`config.mk`:
```
export PLATFORM = sky130hd
export DESIGN_NAME = parity_frame_sequencer
export DESIGN_NICKNAME = d
export VERILOG_FILES = /design/src/rtl/parity_frame_sequencer.sv
export SDC_FILE = /design/constraint.sdc
export NUM_CORES = 1
export LEC_CHECK = 0
export ABC_AREA = 0
export BUFFER_PORTS_ARGS = -buffer_cell sky130_fd_sc_hd__buf_2
export CORE_MARGIN = 5
export CORE_UTILIZATION = 49
export CTS_CLUSTER_SIZE = 16
export DETAILED_ROUTE_END_ITERATION = 7
export PLACE_DENSITY = 0.76
export SLEW_MARGIN = 20
export SYNTH_ARGS = -nofsm -noshare
export SYNTH_HDL_FRONTEND = slang
export SYNTH_SLANG_ARGS = --single-unit
```
`constraint.sdc`:
```
create_clock -name clk -period 1.8 [get_ports clk]
set_input_delay 0.27 -clock clk [delete_from_list [all_inputs] [get_ports clk]]
set_output_delay 0.27 -clock clk [all_outputs]
set_load 0.05 [all_outputs]
```
`src/rtl/parity_frame_sequencer.sv`:
```
// ---------------------------------------------------------------------------
// parity_frame_sequencer
//
// Checks even parity over a frame of bytes and reports a summary for each
// frame. A frame starts when start is seen in IDLE, and frame_len sets how
// many bytes it holds. The bytes then arrive on a valid/ready stream, each
// byte with its own parity bit. When the last byte has been taken, the block
// gives a one-cycle done pulse. The summary outputs (error flag, saturating
// error count and index of the first bad byte) keep their values until the
// next accepted start clears them.
//
// Ports
//   clk            rising-edge clock
//   rst            asynchronous, active-high reset
//   start          begin a frame; only looked at in IDLE
//   frame_len      number of bytes in the frame; sampled with start
//   in_valid       byte beat valid
//   in_ready       block accepts a beat (high only while running)
//   in_data        byte to check
//   in_parity      even-parity bit sent with in_data
//   busy           high while a frame is running or its summary is out
//   done           one-cycle pulse: summary outputs are valid
//   frame_err      at least one byte of the last frame failed parity
//   err_count      failing bytes in the last frame, saturating at all-ones
//   first_err_idx  0-based index of the first failing byte, 0 if none
// ---------------------------------------------------------------------------
module parity_frame_sequencer #(
   parameter int DATA_W   = 8,
   parameter int LEN_W    = 8,
   parameter int ERRCNT_W = 4
) (
   input  logic                clk,
   input  logic                rst,
   input  logic                start,
   input  logic [LEN_W-1:0]    frame_len,
   input  logic                in_valid,
   output logic                in_ready,
   input  logic [DATA_W-1:0]   in_data,
   input  logic                in_parity,
   output logic                busy,
   output logic                done,
   output logic                frame_err,
   output logic [ERRCNT_W-1:0] err_count,
   output logic [LEN_W-1:0]    first_err_idx
);

   typedef enum logic [1:0] {
      IDLE = 2'd0,
      RUN  = 2'd1,
      DONE = 2'd2
   } state_t;

   localparam logic [LEN_W-1:0]    LEN_ONE = {{(LEN_W-1){1'b0}}, 1'b1};
   localparam logic [ERRCNT_W-1:0] ERR_ONE = {{(ERRCNT_W-1){1'b0}}, 1'b1};

   state_t             state;
   logic [LEN_W-1:0]   len;
   logic [LEN_W-1:0]   idx;
   logic               bad;

   // A byte is bad when its data bits plus its parity bit hold an odd
   // number of ones.
   assign bad = (^in_data) ^ in_parity;

   // The handshake and status outputs come straight from the state register.
   // So in_ready never depends combinationally on any input.
   assign in_ready = (state == RUN);
   assign busy     = (state != IDLE);
   assign done     = (state == DONE);

   // Frame sequencer and summary accumulation.
   // idx only has to count up to len-1, and len is at most 2**LEN_W-1.
   // The terminal compare therefore happens before idx could wrap.
   // frame_err doubles as the "a failure was already seen" flag. This keeps
   // first_err_idx pointing at the earliest bad byte.
   always_ff @(posedge clk or posedge rst) begin
      if (rst) begin
         state         <= IDLE;
         len           <= '0;
         idx           <= '0;
         frame_err     <= 1'b0;
         err_count     <= '0;
         first_err_idx <= '0;
      end else begin
         case (state)
            IDLE: begin
               if (start) begin
                  len           <= frame_len;
                  idx           <= '0;
                  frame_err     <= 1'b0;
                  err_count     <= '0;
                  first_err_idx <= '0;
                  state         <= (frame_len == '0) ? DONE : RUN;
               end
            end
            RUN: begin
               if (in_valid) begin
                  idx <= idx + LEN_ONE;
                  if (bad) begin
                     frame_err <= 1'b1;
                     if (err_count != '1) begin
                        err_count <= err_count + ERR_ONE;
                     end
                     if (!frame_err) begin
                        first_err_idx <= idx;
                     end
                  end
                  if (idx == len - LEN_ONE) begin
                     state <= DONE;
                  end
               end
            end
            DONE: begin
               state <= IDLE;
            end
            default: begin
               state <= IDLE;
            end
         endcase
      end
   end

endmodule

```
Yosys cells after proc, flatten, opt, wreduce, memory -nomap -nowiden
Index checks and enable logic that the tools add are counted.

storage, ports and cells
  output and inout port bits = 16
  bits of input ports = 21
  register bits after elaboration = 31
  logic and storage cells = 52

operators by class
  bitwise operators = 1
  muxes and demuxes = 21
  $add $sub $neg = 3
  reduce and logical (&&, ||, !) cells = 11
  eq/ne operators = 10

operators by type and width
  operator                                           number
  two-way mux 8 bit                                  5
  one-hot mux 8 bit (2 select lines)                 2
  two-way mux 4 bit                                  4
  AND reduction 5 bit                                2
  adder 8 x 1 -> 8 bit (second input constant)       1
  == test 8 bit                                      1
  zero test 8 bit                                    1
  two-way mux 2 bit                                  4
  one-hot mux 4 bit (2 select lines)                 1
  XOR reduction 8 bit                                1
  subtractor 8 x 1 -> 8 bit (second input constant)  1
  != test 2 x 1 -> 1 bit (second input constant)     3
  != test 2 bit (second input constant)              3
  AND reduction 3 bit                                2
  adder 4 x 1 -> 4 bit (second input constant)       1
  != test 4 bit (second input constant)              1
  one-hot mux 2 bit (2 select lines)                 1
  AND reduction 4 bit                                1
  nonzero test 2 bit                                 2
  two-way mux 1 bit                                  3
  == test 2 x 1 -> 1 bit (second input constant)     1
  == test 2 bit (second input constant)              1
  zero test 2 bit                                    1
  one-hot mux 1 bit (2 select lines)                 1
  other kinds (2)                                    2

Depth between registers and ports, before layout
Gate-level depths: netlist (run 1).

  depth after elaboration = 5
  mapped depth = 8
  gate-level depth less buffers = 7

Worst setup path before layout (run 1)
OpenSTA, ideal clock, no wires.

  path kind = reg2reg
  from = register len[0]
  to = register state[0]
  path buffers = 1
  stages on the path, launching flop included = 9
  clock period less this slack = 1.809 ns
  setup time = 0.131 ns
  slack = -0.009 ns
  required time = 1.669 ns
  data arrival time = 1.679 ns
  cells stage by stage = dfrtp_1 inv_1 ha_1 buf_1 o21ba_2 a221oi_1 a41oi_1 a211oi_1 o21ai_0

on the way
  word-level cells in the longest chain between the ends = 4

RTL lines
  item                                     RTL line  RTL
  from (decl)                              57        logic [LEN_W-1:0] len;
  from (signal assigned)                   88        len <= frame_len;
  subtractor 8 x 1 -> 8 bit                108       if (idx == len - LEN_ONE) begin
  == test 8 bit                            108
  != test 2 x 1 -> 1 bit (no source line)  -
  AND reduction 3 bit (no source line)     -
  to (signal assigned)                     93        state <= (frame_len == '0) ? DONE : RUN;
  to (decl)                                56        state_t state;

No other way between the ends.
A chain may end at the register's enable or synchronous reset.

Worst setup path after layout (run 1)
  from = register len[0]
  to = register state[1]

The elaborated chain is that of the path after synthesis.

==> impl_metrics.py, run 1 <==
metrics = {
    "clock_tree": {
        "cts_max_level": 2,
        "clkTransAtPathRegs_ns": 0.10,
        "clk_latency_ns": 0.34,
        "clk_path_buf_depth": 2,
        "numCtsBuffers": 5,
        "post_cts_buffers": 0,
        "cts_tree": "yes",
        "cts.hold.buffers_added": 0,
        "cts_sinks": 31,
        "clock-root-buffer": "clkbuf_4",
    },
    "cells_and_area": {
        "fin_area_sq_um": 2210,
        "fin_util_pct": 64.7,
        "final_common_cell": "nand2_1",
        "antennaDiodeCount": 0,
        "final_cell_mix": "nand2_1 (41), buf_2 (35), dfrtp_1 (31)",
        "fillers": 298,
        "regArea_sq_um": 776,
        "layout.nets": 268,
        "multi_input_area_sq_um": 980,
        "drive_gt1_share_pct": 29.8,
        "area_growth_pct": 24.4,
    },
    "logic_synthesis": {
        "yosys_warnings": 0,
        "netlist_instances": 188,
        "ys_seq_elements": 31,
        "synth_nets": 212,
        "synth_cell_type_count": 40,
        "synth.cell_area_sq_um": 1780,
        "synth-seq-area-share_pct": 43.7,
        "postSynthAreaPerCell_sq_um": 9.45,
    },
    "global_route": {
        "antenna_found_initial": 0,
        "grt_pass1_wl_um": 6730,
        "grt_max_degree": 32,
        "grt-ovfl-total": 0,
        "grtUsageTotal_pct": 16.8,
        "first_global_vias": 1527,
    },
    "critical_path": {
        "crit_type": "reg -> reg",
        "r2r_cells": 8,
        "crit_fanout": 7,
        "critPathLaunchType": "register",
        "endpoint": "state[1]",
        "crit_path_end_kind": "register",
        "r2r_start": "len[0]",
        "r2r-end": "state[1]",
        "cp.required_ns": 2.07,
        "critPathArrivalTime_ns": 1.98,
        "startpoint": "len[0]",
        "r2r_setup_slack_ns": 0.09,
    },
    "floorplan": {
        "die_y_um": 70.2,
        "coreArea_sq_um": 3420,
        "die_w_um": 70.2,
        "ioPinCount": 37,
        "die_area_sq_um": 4930,
        "rows": 21,
        "start_util_pct": 52.0,
    },
    "power_and_ir_drop": {
        "p_per_area_nw_per_um2": 1670,
        "p_leak_uw": 0.00107,
        "vdd_ir_drop_max_mv": 1.06,
        "finalPower_uw": 3690,
    },
    "place": {
        "routabilityCongestion": 0.824,
        "dp_hpwl_um": 2990,
        "post-place-ws_ns": -0.0586,
        "place_area_sq_um": 2140,
        "io_buffers": 36,
    },
    "drt": {
        "via_count": 1543,
        "drc_errors": 0,
        "routed_wl_um": 3960,
        "detail_route.first_pass.iterations": 4,
        "viasPerCell": 5.30,
        "first_iter_violations": 73,
        "wl_per_cell_um": 13.6,
        "ant_nets": 0,
    },
    "status": {
        "outcome": "finished with violations",
        "violations": "negative hold slack",
    },
    "worst_hold_path": {
        "hold_class": "in -> async",
    },
    "timing": {
        "finalHoldViolCount": 10,
        "setup_ws_ns": 0.0896,
        "max_freq_mhz": 585,
        "worst-slew-pin-transition_ns": 0.512,
        "hold-worst-slack_ns": -0.00791,
        "finalCriticalPeriod_ns": 1.71,
        "finClkSkew_ns": 0.0100,
        "finalMaxSlewViolations": 0,
        "maxSlewHeadroom_pct": 65.6,
        "finalSetupViolations": 0,
        "post-route-period-util_pct": 95.0,
    },
    "run": {
        "drv_cap": 0,
    },
}
-- cell type report --
type | count | share of cell area, %
clock buffers | 7 | 2.04
clock inverters | 1 | 0.226
inverters | 6 | 1.02
multi-input cells | 145 | 44.3
flip-flops and latches | 31 | 35.1
well taps | 46 | 2.60
repair buffers | 55 | 14.7
-- synth_stat cells (all sizes together) --
master | instances | area [sq um]
a211oi | 3 | 22.5
a21o | 1 | 7.51
a21oi | 3 | 15.0
a221oi | 1 | 8.76
a2bb2o | 1 | 20.0
a32o | 1 | 10.0
a41oi | 2 | 17.5
and3 | 4 | 25.0
and4 | 1 | 8.76
buf | 1 | 3.75
clkbuf | 5 | 18.8
dfrtp | 31 | 776
ha | 3 | 37.5
inv | 6 | 22.5
mux2i | 2 | 32.5
nand2 | 41 | 154
nand2b | 4 | 25.0
nand3 | 6 | 30.0
nand4 | 2 | 12.5
nand4b | 2 | 17.5
nor2 | 11 | 41.3
nor2b | 1 | 6.26
nor3 | 5 | 36.3
nor4 | 3 | 18.8
o2111ai | 1 | 8.76
o21ai | 7 | 35.0
o21ba | 1 | 10.0
o21bai | 1 | 7.51
o2bb2ai | 9 | 78.8
o311ai | 1 | 8.76
o32ai | 1 | 8.76
o41ai | 1 | 8.76
or2 | 3 | 18.8
or3b | 1 | 8.76
xnor2 | 12 | 113
xnor3 | 1 | 23.8
xor2 | 9 | 78.8
-- stage by stage --
stage | std cells | TNS (ns) | hold WS, ns
after global routing | 291 | -0.0592 | 0.0307
final | 291 | 0 | -0.00791
after CTS | 291 | 0 | 0.00464
after detailed placement | 283 | -0.287 | 0.377
after global placement | 283 | -0.108 | 0.364
after floorplan | 188 | 0 | 0.374
-- worst min-delay path by stage --
stage	slack, ns	endpoint	startpoint	cells past startpoint
global route	0.03	first_err_idx[0]	rst	3
floorplan	0.37	err_count[0]	rst	1
global placement	0.36	first_err_idx[0]	rst	3
detailed placement	0.38	frame_err	rst	3
CTS	0.005	idx[6]	rst	3
finish	-0.008	idx[6]	rst	3
-- timing repair --
item	in CTS	in global routing
hold endpoints to repair	0	0
pin swaps	1	2
resized for setup	1	5
endpoints found under the setup margin	2	3
-- flip-flops by register name, summed over array words and instances, names as in the netlist --
register and count:
first_err_idx 8, frame_err 1, state 2, len 8, err_count 4, idx 8
-- metal layers --
layer  global-route usage, %  share of wire (%)
met4                    7.87                2.1
met5                       0                  0
met2                    27.3                 47
met3                    3.73                4.6
met1                    21.3                 46
-- where the power goes --
part | switching [uW] | internal, uW | leakage (uW)
Clock | 245 | 152 | 0.0000293
Combinational | 1220 | 873 | 0.000642
Sequential | 255 | 941 | 0.000401
Total | 1720 | 1970 | 0.00107
-- cells by family (layout without fill, tap and decap cells) --
kind of cell / after synthesis / after routing / share of synthesized area, %
simple gates: 84 / 84 / 22.7
buf+inv: 12 / 69 / 2.54
mux: 2 / 2 / 1.83
xor+xnor: 22 / 22 / 12.1
flops: 31 / 31 / 43.7
fa+ha+maj: 3 / 3 / 2.11
compound gates: 34 / 34 / 15.1
-- worst max-delay path: stages, from the launching register on --
cell and delay (ns):
dfrtp_1 0.38, inv_1 0.09, ha_4 0.20, o21bai_1 0.15
a211oi_1 0.22, o21ai_1 0.13, a211oi_2 0.24, buf_4 0.14
o2bb2ai_1 0.09
Note: power is estimated with default switching activity, not from simulation.
==> run 2: changes to the inputs <==
--- a/config.mk
+++ b/config.mk
@@ -6,12 +6,12 @@
 export NUM_CORES = 1
 export LEC_CHECK = 0
 export ABC_AREA = 0
-export BUFFER_PORTS_ARGS = -buffer_cell sky130_fd_sc_hd__buf_2
 export CORE_MARGIN = 5
-export CORE_UTILIZATION = 49
+export CORE_UTILIZATION = 50
 export CTS_CLUSTER_SIZE = 16
 export DETAILED_ROUTE_END_ITERATION = 7
-export PLACE_DENSITY = 0.76
+export DONT_BUFFER_PORTS = 1
+export PLACE_DENSITY = 0.68
 export SLEW_MARGIN = 20
 export SYNTH_ARGS = -nofsm -noshare
 export SYNTH_HDL_FRONTEND = slang
==> impl_metrics.py, run 2 (synthesis gave the netlist of run 1 again) <==
metrics = {
    "timing": {
        "finalHoldViolCount": 0,
        "rsz0062_at_grt": "false",
        "maxSlewHeadroom_pct": 65.5,
        "finalCriticalPeriod_ns": 1.74,
        "finClkSkew_ns": 0.0118,
        "finalSetupViolations": 0,
        "finalMaxSlewViolations": 0,
        "post-route-period-util_pct": 96.7,
        "final.setup.tns_ns": 0,
        "worst-slew-pin-transition_ns": 0.514,
        "hold-worst-slack_ns": 0.0323,
        "max_freq_mhz": 575,
    },
    "cells_and_area": {
        "fin_util_pct": 63.0,
        "final_common_cell": "nand2_1",
        "fillers": 274,
        "area_growth_pct": 20.2,
        "drive_gt1_share_pct": 23.7,
        "layout.nets": 238,
        "reg.largest.list": "first_err_idx (8), idx (8), len (8)",
        "antennaDiodeCount": 0,
        "fin_area_sq_um": 2140,
        "final_cell_mix": "nand2_1 (40), dfrtp_1 (30), buf_4 (23)",
    },
    "floorplan": {
        "ioPinCount": 37,
        "rows": 21,
        "coreArea_sq_um": 3390,
        "start_util_pct": 52.4,
        "die_w_um": 69.6,
        "die_y_um": 69.6,
        "die_area_sq_um": 4850,
    },
    "clock_tree": {
        "cts_max_level": 2,
        "clk_latency_ns": 0.33,
        "clkTransAtPathRegs_ns": 0.11,
        "clk_path_buf_depth": 2,
        "cts_tree": "yes",
        "cts_sinks": 31,
        "clock-root-buffer": "clkbuf_4",
        "numCtsBuffers": 5,
    },
    "run": {
        "drv_cap": 0,
    },
    "global_route": {
        "first_global_vias": 1534,
        "antenna_found_initial": 0,
        "grt-ovfl-total": 0,
        "grt_max_degree": 32,
        "grt_pass1_wl_um": 7060,
        "grtUsageTotal_pct": 18.1,
    },
    "drt": {
        "drc_errors": 0,
        "viasPerCell": 5.80,
        "ant_nets": 0,
        "first_iter_violations": 114,
        "detail_route.first_pass.iterations": 4,
        "routed_wl_um": 4320,
        "wl_per_cell_um": 16.6,
        "via_count": 1515,
    },
    "critical_path": {
        "path_cells": "nand2b_4 -> a21o_1 -> or3b_4 -> mux2i_4 -> a2bb2o_4",
        "cp.required_ns": 2.03,
        "crit_fanout": 4,
        "critPathArrivalTime_ns": 1.97,
        "worst_path_largest_cell_delay_ns": 0.46,
        "crit_type": "reg -> reg",
        "crit_family": "simple AND/OR/NAND/NOR gates",
        "critPathLaunchType": "register",
        "crit_buf_inv": 0,
        "crit_path_end_kind": "register",
        "slowest_stage": "dfrtp_2",
    },
    "worst_hold_path": {
        "hold_class": "in -> reg",
    },
    "place": {
        "io_buffers": 0,
        "place_area_sq_um": 1980,
        "dp_hpwl_um": 3110,
        "routabilityCongestion": 0.824,
    },
    "status": {
        "outcome": "completed",
    },
    "power_and_ir_drop": {
        "vdd_ir_drop_max_mv": 0.949,
        "p_leak_uw": 0.000973,
        "p_per_area_nw_per_um2": 1800,
        "finalPower_uw": 3840,
    },
}
==> run 2: changes by cell type in the layout (fill, tap and decap cells not counted), sizes merged <==
cell         delta
bufinv          +1
dlygate4sd3     +1
clkbuf          -1
buf            -31
==> run 2: power by group <==
part	internal [uW]	switching, uW	leakage, uW	total, uW
clock	328	244	0.0000482	572
sequential	939	410	0.000401	1350
combinational	826	1090	0.000524	1920
total	2090	1750	0.000973	3840
==> run 2: routing by layer <==
metal,track usage (%),wire [um],vias to the layer above
li1,-,-,709
met1,21.3,1710,731
met2,30.5,2180,64
met3,6.38,340,11
met4,6.38,88,0
met5,0,0,-
==> run 2: final cells by class <==
cell class	count	area, sq um	area share, %
inverter	6	22.5	1.05
tap	46	57.6	2.69
clock buffer	6	51.3	2.40
timing repair buffer	25	194	9.08
clock inverter	2	35.0	1.64
multi-input combinational	145	998	46.7
sequential	31	777	36.4
==> run 2: worst reg2reg max path, cell delays in order (launching register included) <==
cell and delay, ns:
dfrtp_2 0.46, nand2b_4 0.18, a21o_1 0.20, or3b_4 0.41, mux2i_4 0.18, a2bb2o_4 0.23
==> run 2: path summary, 6_finish.rpt <==
kind | endpoint | slack (ns) | from | cells after the start
setup / recovery | first_err_idx[0] | 0.06 | state[0] | 5
hold / removal | len[4] | 0.03 | frame_len[4] | 2
setup reg to reg | first_err_idx[0] | 0.06 | state[0] | 5
hold reg to reg | len[7] | 0.51 | len[7] | 2
max in group asynchronous | state[0] | 1.04 | rst | 3
min in group asynchronous | idx[1] | 0.45 | rst | 3
==> run 2: what timing repair did <==
item                                    CTS  global route
endpoints found under the setup margin    4            15
setup buffers                             2             0
gates resized for setup                   2            10
pin swaps                                 0             0
hold endpoints to repair                 31             0
hold buffers                              1             0
==> run 2: through the flow <==
stage	instances	worst slack [ns]
2_1_floorplan	188	0.0105
3_3_place_gp	250	0.0701
3_5_place_dp	250	-0.0287
4_1_cts	261	0.00635
5_1_grt	261	0.000186
6_report	261	0.0594
==> run 3: changes to the inputs <==
--- a/config.mk
+++ b/config.mk
@@ -12,7 +12,9 @@
 export DETAILED_ROUTE_END_ITERATION = 7
 export DONT_BUFFER_PORTS = 1
 export PLACE_DENSITY = 0.68
+export SETUP_SLACK_MARGIN = 0.15
 export SLEW_MARGIN = 20
 export SYNTH_ARGS = -nofsm -noshare
 export SYNTH_HDL_FRONTEND = slang
 export SYNTH_SLANG_ARGS = --single-unit
+export TNS_END_PERCENT = 30
==> impl_metrics.py, run 3 (synthesis gave the netlist of run 1 again) <==
metrics = {
    "global_route": {
        "grt_max_degree": 21,
        "antenna_found_initial": 0,
        "first_global_vias": 1500,
        "grt_pass1_wl_um": 6690,
        "grt-ovfl-total": 0,
        "grtUsageTotal_pct": 17.1,
    },
    "critical_path": {
        "r2r_setup_slack_ns": 0.07,
        "critPathLaunchType": "register",
        "crit_fanout": 7,
        "r2r_start": "state[0]",
        "startpoint": "state[0]",
        "r2r_cells": 6,
        "crit_type": "reg -> reg",
        "crit_path_end_kind": "register",
        "r2r-end": "first_err_idx[7]",
        "cp.required_ns": 2.01,
        "critPathArrivalTime_ns": 1.93,
    },
    "floorplan": {
        "rows": 21,
        "start_util_pct": 52.4,
        "die_area_sq_um": 4850,
        "ioPinCount": 37,
        "die_w_um": 69.6,
        "coreArea_sq_um": 3390,
        "die_y_um": 69.6,
    },
    "clock_tree": {
        "clk_latency_ns": 0.33,
        "clkTransAtPathRegs_ns": 0.10,
        "clock-root-buffer": "clkbuf_4",
        "numCtsBuffers": 5,
        "cts_max_level": 2,
        "cts_sinks": 31,
        "clk_path_buf_depth": 2,
        "cts_tree": "yes",
    },
    "timing": {
        "finalHoldViolCount": 0,
        "rsz0062_at_grt": "true",
        "finalSetupViolations": 0,
        "post-route-period-util_pct": 95.9,
        "maxSlewHeadroom_pct": 60.8,
        "finClkSkew_ns": 0.0133,
        "final.setup.tns_ns": 0,
        "finalCriticalPeriod_ns": 1.73,
        "worst-slew-pin-transition_ns": 0.587,
        "finalMaxSlewViolations": 0,
        "max_freq_mhz": 580,
        "hold-worst-slack_ns": 0.0539,
    },
    "cells_and_area": {
        "final_cell_mix": "nand2_1 (41), dfrtp_1 (31), buf_4 (17)",
        "multi_input_area_sq_um": 1020,
        "regArea_sq_um": 776,
        "final_common_cell": "nand2_1",
        "reg.largest.list": "first_err_idx (8), idx (8), len (8)",
        "drive_gt1_share_pct": 21.4,
        "area_growth_pct": 18.4,
        "layout.nets": 233,
        "fillers": 295,
        "antennaDiodeCount": 0,
    },
    "power_and_ir_drop": {
        "switching_share_pct": 47.3,
        "p_leak_uw": 0.000947,
        "intPower_uw": 1920,
        "finalPower_uw": 3630,
        "power_frac_comb_pct": 52.3,
        "p_per_area_nw_per_um2": 1730,
        "p_switching_uw": 1720,
        "p_seq_share_pct": 37.3,
        "vdd_ir_drop_max_mv": 0.891,
        "clkPwrFrac_pct": 10.4,
    },
    "worst_hold_path": {
        "hold_depth": 2,
        "hold_class": "in -> reg",
        "min_to": "len[0]",
        "min_from": "frame_len[0]",
    },
    "drt": {
        "ant_nets": 0,
        "via_count": 1448,
        "viasPerCell": 5.66,
        "routed_wl_um": 3910,
        "first_iter_violations": 75,
        "wl_per_cell_um": 15.3,
        "drc_errors": 0,
        "detail_route.first_pass.iterations": 4,
    },
    "place": {
        "io_buffers": 0,
        "dp_hpwl_um": 3040,
        "routabilityCongestion": 0.764,
    },
    "run": {
        "drv_cap": 0,
    },
    "status": {
        "outcome": "completed",
    },
}
## run 3: cell types whose count changed in the layout (fill, tap and decap cells not counted), moves of 2 or more
| cell | before | now |
|---|---|---|
| o2bb2ai_2 | 0 | 2 |
| o2bb2ai_1 | 9 | 7 |
| buf_4 | 23 | 17 |
| clkbuf_1 | 0 | 2 |
## run 3: how the worst max path moves through the flow
stage,end,slack [ns]
after floorplan,state[0],0.08
after global placement,first_err_idx[0],0.09
after detailed placement,state[0],0.02
after CTS,first_err_idx[7],0.06
after global routing,first_err_idx[4],0.009
final,first_err_idx[7],0.07
## run 3: repair_timing
action	4_1_cts	5_1_grt
pin swaps	1	2
gates cloned	0	0
endpoints found under the setup margin	14	15
gates resized for setup	5	5
endpoints found under the hold margin	13	0
hold buffers	1	0
setup buffers	0	1
## run 3: layout make-up
cell class	count	area share [%]
clock inverters	1	0.238
inverters	6	1.25
multi-input cells	145	48.7
repair buffers	20	8.03
flip-flops and latches	31	36.9
clock buffers	7	2.14
well taps	46	2.74
## run 3: layer usage
metal | vias to the layer above | part of all wire [%] | track usage (%)
li1 | 703 | - | -
met1 | 698 | 41 | 19.3
met2 | 41 | 51 | 30.1
met3 | 6 | 6.4 | 5.22
met4 | 0 | 1.4 | 6.38
met5 | - | 0 | 0
## run 3: power groups by stage
| stage | logic [uW] | registers, uW | clock network (uW) |
|---|---|---|---|
| final | 1900 | 1350 | 379 |
| after global routing | 2070 | 1400 | 417 |
| after CTS | 1860 | 1360 | 387 |
| after detailed placement | 1780 | 1370 | 0 |
| after global placement | 1710 | 1350 | 0 |
| after floorplan | 1150 | 1510 | 0 |
## run 3: critical path, cell delays in order, from the launching register on
cell       delay [ns]
dfrtp_1          0.42
nand2b_4         0.17
a21o_1           0.22
or3b_4           0.39
mux2i_4          0.19
buf_6            0.16
o2bb2ai_1        0.06
## run 3: metrics by stage
step                cell area (sq um)  std cells  setup slack [ns]  util, %
floorplan                        1810        188            0.0776        -
global placement                 1990        246            0.0889     58.6
detailed placement               1990        246            0.0246     58.6
CTS                              2070        255            0.0604     61.1
global route                     2100        256           0.00898     62.1
finish                           2100        256            0.0745     62.1
